$ cat config.mk
export PLATFORM = sky130hd
export DESIGN_NAME = demux8_32b_reg
export DESIGN_NICKNAME = d
export VERILOG_FILES = /design/src/rtl/demux8_32b_reg.sv
export SDC_FILE = /design/constraint.sdc
export NUM_CORES = 1
export LEC_CHECK = 0
export BUFFER_PORTS_ARGS = -buffer_cell sky130_fd_sc_hd__buf_2
export CORE_MARGIN = 2
export CORE_UTILIZATION = 45
export DETAILED_ROUTE_END_ITERATION = 8
export PLACE_DENSITY_LB_ADDON = 0.2
export SLEW_MARGIN = 0
export SYNTH_ARGS = -nofsm -noshare
export SYNTH_HDL_FRONTEND = slang
export SYNTH_SLANG_ARGS = --single-unit
$ cat constraint.sdc
create_clock -name clk -period 4.7 [get_ports clk]
set_clock_uncertainty 0.2 [all_clocks]
set_input_delay 0.94 -clock clk [delete_from_list [all_inputs] [get_ports clk]]
set_output_delay 0.94 -clock clk [all_outputs]
set_load 0.02 [all_outputs]
$ cat src/rtl/demux8_32b_reg.sv
// Registered 1-to-8 demultiplexer with per-channel one-deep valid/ready output registers.
// Optional broadcast write to all channels when DEMUX8_BCAST_EN is defined.
module demux8_32b_reg #(
    parameter int WIDTH = 32,
    parameter int CNT_W = 16
) (
    input  logic                 clk,
    input  logic                 rst_n,
    input  logic [WIDTH-1:0]     d,
    input  logic [2:0]           s,
    input  logic                 in_valid,
    output logic                 in_ready,
    input  logic                 bcast,
    output logic [8*WIDTH-1:0]   z,
    output logic [7:0]           z_valid,
    input  logic [7:0]           z_ready,
    output logic [CNT_W-1:0]     acc_cnt
);

    typedef enum logic {
        EMPTY = 1'b0,
        FULL  = 1'b1
    } chan_state_t;

    logic [7:0]       ch_free;
    logic [7:0]       load;
    logic             accept;
    logic             bcast_mode;
    logic [CNT_W-1:0] cnt_q;
    logic [CNT_W-1:0] cnt_d;

    // A channel can take a word if it is empty or is being drained this cycle.
    assign ch_free = ~z_valid | z_ready;

`ifdef DEMUX8_BCAST_EN
    assign bcast_mode = bcast;
`else
    logic unused_bcast;
    assign unused_bcast = bcast;
    assign bcast_mode   = 1'b0;
`endif

    always_comb begin
        in_ready = bcast_mode ? (&ch_free) : ch_free[s];
        accept   = in_valid & in_ready;
        load     = '0;
        if (accept) begin
            if (bcast_mode) begin
                load = '1;
            end else begin
                load[s] = 1'b1;
            end
        end
        cnt_d = accept ? (cnt_q + CNT_W'(1)) : cnt_q;
    end

    always_ff @(posedge clk) begin
        if (!rst_n) begin
            cnt_q <= '0;
        end else begin
            cnt_q <= cnt_d;
        end
    end

    assign acc_cnt = cnt_q;

    for (genvar gi = 0; gi < 8; gi++) begin : g_chan
        chan_state_t      state_q;
        chan_state_t      state_d;
        logic [WIDTH-1:0] data_q;
        logic [WIDTH-1:0] data_d;

        // A load beats a simultaneous drain so one channel can stream at full rate.
        always_comb begin
            state_d = state_q;
            data_d  = data_q;
            if (load[gi]) begin
                state_d = FULL;
                data_d  = d;
            end else if (state_q == FULL && z_ready[gi]) begin
                state_d = EMPTY;
            end
        end

        always_ff @(posedge clk) begin
            if (!rst_n) begin
                state_q <= EMPTY;
                data_q  <= '0;
            end else begin
                state_q <= state_d;
                data_q  <= data_d;
            end
        end

        assign z[gi*WIDTH +: WIDTH] = data_q;
        assign z_valid[gi]          = (state_q == FULL);
    end

endmodule

==> results of run 1 <==
layer usage:
metal	GRT usage	up-vias	routed length, um
met5	0	-	0
met4	0.0825	0	883
met3	0.0549	51	2320
met2	0.439	326	15300
met1	0.328	4413	13600
li1	-	4660	-
cell usage after synthesis, types with 4 or more instances:
cell      count
a21oi_1     276
and3_1        5
buf_2        25
buf_4        37
clkbuf_1     65
dfxtp_1     280
inv_1         7
nand2_1     525
nand2b_1      8
nand3_1      10
nand4_1       4
nor2_1        6
o21ai_0       7
o31ai_1       5
or3_1         9
or4_1         5
power by group:
part | switching, W | leakage, nW | internal, W | total (W)
Clock | 0.000903 | 0.443 | 0.00130 | 0.00220
Combinational | 0.000264 | 2.57 | 0.0000919 | 0.000356
Sequential | 0.0000240 | 2.27 | 0.00242 | 0.00245
Total | 0.00119 | 5.28 | 0.00381 | 0.00500
area by class of cell:
type | count | area [um^2] | area share
Clock inverter | 3 | 43.8 | 0.00349
Timing Repair Buffer | 336 | 1710 | 0.136
Inverter | 8 | 37.5 | 0.00299
Tap cell | 285 | 357 | 0.0284
Multi-Input combinational cell | 881 | 3950 | 0.314
Clock buffer | 47 | 863 | 0.0687
Sequential cell | 280 | 5610 | 0.446
worst paths after layout:
path | startpoint | to | cells after the start | slack (ns)
setup reg to reg | g_chan[4].state_q$_SDFFE_PN0P_ | g_chan[4].data_q[22]$_SDFFE_PN0P_ | 5 | 2.20
setup / recovery | s[2] | in_ready | 7 | 1.15
hold / removal | g_chan[5].data_q[26]$_SDFFE_PN0P_ | g_chan[5].data_q[26]$_SDFFE_PN0P_ | 2 | 0.25
hold reg to reg | g_chan[5].data_q[26]$_SDFFE_PN0P_ | g_chan[5].data_q[26]$_SDFFE_PN0P_ | 2 | 0.25
flip-flops by register name (all words and copies together) (netlist names):
signal          cells
g_chan.state_q      8
acc_cnt            16
g_chan.data_q     256
metrics by stage:
stage	total power [W]	cells
final	0.00500	1840
after global routing	0.00517	1840
after CTS	0.00505	1840
after detailed placement	0.00286	1790
after global placement	0.00285	1790
after floorplan	0.00274	1299
cell families (layout without fill, tap and decap cells):
| kind of cell | after synthesis | in the layout | share of synthesized area |
|---|---|---|---|
| mux | 2 | 2 | 0.00196 |
| compound gates | 294 | 294 | 0.151 |
| xor+xnor | 1 | 1 | 0.000857 |
| fa+ha+maj | 1 | 1 | 0.00122 |
| simple gates | 583 | 583 | 0.228 |
| buf+inv | 138 | 394 | 0.0688 |
| flops | 280 | 280 | 0.548 |
critical path: stages:
cell      delay (ns)
buf_2           0.33
nor3b_2         0.12
a311oi_2        0.50
nor4_2          0.10
buf_4           0.20
inv_1           0.06
buf_2           0.15
==> results.yml, run 1 <==
outcome:
  status: "finished clean"
sta:
  grt_setup_unrepaired: "no"
  setup_ws_ns: 1.15
  whs_ns: 0.250
  layout_min_cycle_time_ns: 3.55
  slew_violations: 0
  fin_crit_sh: 0.756
  hold_viol_final: 0
  worst_pin_slew_ns: 1.03
  tns_ns: 0
  setup_viol: 0
  relSlewSlack: 0.307
  max_clock_freq_mhz: 281
synth:
  synth.distinct_cells: 35
  ys_seq_area_frac: 0.548
  netlist.area_leader.share: 0.548
  yosys_most_used_dff: "dfxtp_1"
  syn_nets: 1347
  postSynthCellCount: 1299
  async_flop_share: 0
  synth.area.top_cells: "dfxtp_1 55%, nand2_1 19%, a21oi_1 14%"
  synth_area_leader_cell: "dfxtp_1"
  netlist_area_um2: 10200
  syn_area_per_cell_um2: 7.87
  yosys_warnings: 0
  synth_edf_count: 0
  synth_seq_cells: 280
clock_network:
  post-cts-setup-buffers: 0
  cts_tree: "yes"
  clock_path_buffers: 3
  cts_resized: 0
  htree_num_levels: 1
  cts.sinks: 280
  ctsHoldBuffers: 0
  cts_buffers: 29
  clk_latency_ns: 0.53
  clk_pin_slew_ns: 0.06
  cts-root-buf: "clkbuf_16"
final_layout:
  n_antenna_cell: 0
  final_common_cell: "nand2_1"
  drive_gt1_frac: 0.253
  fin_util: 0.558
  num-fill-cells: 2144
  mostFrequentLayoutCells: "524 x nand2_1, 326 x buf_2, 280 x dfxtp_1"
  syn2layout_area_growth_pct: 22.9
  final_area_um2: 12600
  num-nets-final: 1584
route:
  first_pass_iters: 8
  via_per_inst: 5.14
  drt_iter0_markers: 517
  num_vias: 9450
  drtAntennaViolNets: 0
  drcViolationCount: 0
  post_drt_wl_per_cell_um: 17.4
  wl_um: 32100
floorplanning:
  die_w_um: 155
  core_area_um2: 22500
  dieArea_um2: 23900
  row_count: 55
  die_y_um: 155
  initial_core_util: 0.454
  io_pins: 328
critical_path:
  worstPathMaxFanout: 18
  worstSetupPathType: "in -> out"
  crit_path_start_kind: "input port"
  crit_path_end_kind: "output port"
  cp_data_arrival_time_ns: 2.41
  worstPathRequired_ns: 3.56
power_and_ir_drop:
  leakage_nw: 5.28
  vdd_drop_max_v: 0.000288
  pwr_density_cell_nw_per_um2: 398
grt:
  grt_first_pass_wirelength_um: 49200
  grt_use_total: 0.258
  overflow: 0
  grt_max_degree: 131
  grt_pass1_vias: 8651
  antenna_found_initial: 0
placed_design:
  portBuffers: 326
  pre_cts_ws_ns: 1.16
  dp_hpwl_um: 20500
  placed_cell_area_um2: 11700
  finalWeightedCongestion: 0.799
worst_hold_path:
  hp-class: "reg -> reg"
job:
  cap_violations: 0
(Power assumes the default switching activity.)
==> run 2, diff against run 1 <==
--- a/config.mk
+++ b/config.mk
@@ -5,6 +5,7 @@
 export SDC_FILE = /design/constraint.sdc
 export NUM_CORES = 1
 export LEC_CHECK = 0
+export ABC_AREA = 1
 export BUFFER_PORTS_ARGS = -buffer_cell sky130_fd_sc_hd__buf_2
 export CORE_MARGIN = 2
 export CORE_UTILIZATION = 45
==> constraint.sdc (replaced) <==
create_clock -name clk -period 3.2 [get_ports clk]
set_clock_uncertainty 0.2 [all_clocks]
set_input_delay 0.64 -clock clk [delete_from_list [all_inputs] [get_ports clk]]
set_output_delay 0.64 -clock clk [all_outputs]
set_load 0.02 [all_outputs]
==> run 2 against run 1 <==
Net effect:
- routed wire length up 27%
- synthesized area up 16%
- sequential power up 50%
- die area up 15%
- worst hold slack worse by 0.067 ns
- critical endpoint unchanged
- largest cell class unchanged
- highest routed layer unchanged
==> results.yml, run 2 <==
critical_path:
  worstPathRequired_ns: 2.36
  worstSetupPathType: "in -> out"
  crit_path_start_kind: "input port"
  worstPathMaxFanout: 8
  cp_data_arrival_time_ns: 1.79
  crit_path_end_kind: "output port"
sta:
  tns_ns: 0
  whs_ns: 0.183
  grt_setup_unrepaired: "no"
  fin_crit_sh: 0.820
  worst_pin_slew_ns: 1.31
  relSlewSlack: 0.129
  setup_viol: 0
  max_clock_freq_mhz: 381
  layout_min_cycle_time_ns: 2.63
  slew_violations: 0
  hold_viol_final: 0
final_layout:
  regMostFlops: "g_chan.data_q"
  n_antenna_cell: 0
  largest_reg_flops: 256
  mostFrequentLayoutCells: "554 x nor2_1, 324 x buf_2, 306 x nand2_1"
  drive_gt1_frac: 0.213
  finalNonFillerCells: 2284
  num-nets-final: 1973
  final_common_cell: "nor2_1"
  syn2layout_area_growth_pct: 23.7
synth:
  netlist.area_leader.share: 0.474
  synth_area_leader_cell: "dfxtp_1"
  ys_seq_area_frac: 0.474
  synth.most_common_cell: "nor2_1"
  synth.area.top_cells: "dfxtp_1 47%, nor2_1 18%, nand4_1 14%"
  syn_nets: 1741
  yosys_warnings: 0
  synth_commonest_cells: "561 x nor2_1, 306 x nand2_1, 280 x dfxtp_1"
  synth_edf_count: 0
  yosys_most_used_dff: "dfxtp_1"
  netlist_area_um2: 11800
  async_flop_share: 0
  synth_seq_cells: 280
  postSynthCellCount: 1693
  synth.distinct_cells: 21
  syn_area_per_cell_um2: 6.99
placed_design:
  portBuffers: 326
  dp_hpwl_um: 25600
  finalWeightedCongestion: 0.937
  numPlacedInstances: 2228
grt:
  grt_max_degree: 270
  overflow: 0
  grt_first_pass_wirelength_um: 62700
  grt_use_total: 0.279
  antenna_found_initial: 0
  grt_pass1_vias: 10900
route:
  num_vias: 12100
  first_pass_iters: 7
  wl_um: 40600
  drcViolationCount: 0
  drtAntennaViolNets: 0
  post_drt_wl_per_cell_um: 17.8
  via_per_inst: 5.31
  drt_iter0_markers: 1167
clock_network:
  cts_tree: "yes"
  ctsHoldBuffers: 0
  post-cts-setup-buffers: 0
  cts_resized: 0
  cts_buffers: 30
  clk_pin_slew_ns: 0.06
  htree_num_levels: 1
  cts.sinks: 280
  cts-root-buf: "clkbuf_16"
  clk_latency_ns: 0.55
  clock_path_buffers: 3
power_and_ir_drop:
  sw_frac_of_total: 0.265
  seq_power_share: 0.449
  leakage_nw: 6.97
  vdd_drop_max_v: 0.000397
  p_sw_w: 0.00217
  power_frac_clock: 0.436
  finalPower_w: 0.00816
  pwr_density_cell_nw_per_um2: 558
  p_comb_frac: 0.115
  internal_power_w: 0.00600
floorplanning:
  die_w_um: 166
  core_area_um2: 25900
  io_pins: 328
  initial_core_util: 0.457
  die_y_um: 166
  dieArea_um2: 27600
  row_count: 59
outcome:
  status: "finished clean"
worst_hold_path:
  hp-class: "in -> reg"
job:
  cap_violations: 0
==> run 2: changes by cell type after synthesis, sizes merged, moves of 7 or more <==
cell	delta
a21oi	-257
buf	+44
clkbuf	-22
inv	+53
nand2	-219
nand2b	-8
nand3	+24
nand4	+254
nor2	+559
o21ai	-7
or3	-9
xor2	+8
==> run 2: power by group through the flow <==
stage                     Clock [W]  Sequential [W]  Combinational (W)
after floorplan                   0         0.00388           0.000459
after global placement            0         0.00374           0.000922
after detailed placement          0         0.00374           0.000929
after CTS                   0.00361         0.00367           0.000930
after global routing        0.00377         0.00368            0.00102
final                       0.00356         0.00367           0.000936
==> run 2: path summary, 6_finish.rpt <==
kind                                         start                          endpoint  slack [ns]  cells past startpoint
setup / recovery                              s[0]                          in_ready        0.57                      8
hold / removal                            in_valid          acc_cnt[13]$_SDFFE_PN0P_        0.18                      3
hold reg to reg   g_chan[6].data_q[6]$_SDFFE_PN0P_  g_chan[6].data_q[6]$_SDFFE_PN0P_        0.28                      2
setup reg to reg    g_chan[7].state_q$_SDFFE_PN0P_  g_chan[7].data_q[1]$_SDFFE_PN0P_        0.76                     10
==> run 2: logic make-up after synthesis <==
family,share of synthesized area
AND/OR/NAND/NOR,0.430
adder cells (fa/ha/maj),0.00106
XOR/XNOR,0.00962
AO/OA/AOI/OAI,0.00846
buffers and inverters,0.0770
flip-flops,0.474
==> run 2: stage by stage <==
stage	setup slack, ns	util	instance area, um^2
2_1_floorplan	0.565	-	11800
3_3_place_gp	0.145	0.526	13600
3_5_place_dp	0.127	0.526	13600
4_1_cts	0.577	0.565	14600
5_1_grt	0.476	0.565	14600
6_report	0.575	0.565	14600
==> run 2: area by class of cell <==
class / count / area [um^2]
Tap cell: 335 / 419
Multi-Input combinational cell: 1200 / 5380
Clock inverter: 13 / 151
Fill cell: 2505 / 11300
Sequential cell: 280 / 5610
Inverter: 61 / 229
Timing Repair Buffer: 352 / 1980
Clock buffer: 43 / 870
==> run 2: metal layers <==
metal | part of all wire | track usage | routed length [um] | vias to the layer above
met5 | 0 | 0 | 0 | -
met4 | 0.038 | 0.104 | 1530 | 0
met3 | 0.086 | 0.0605 | 3490 | 93
met2 | 0.46 | 0.449 | 18600 | 504
met1 | 0.42 | 0.370 | 17000 | 5562
li1 | - | - | - | 5976
==> run 2: critical path: stages <==
cell and delay, ns:
buf_2 0.19, inv_2 0.12, nand3_1 0.19, nor2_1 0.07, nor2_1 0.10, nand2_1 0.10, nor2_4 0.18, buf_2 0.20
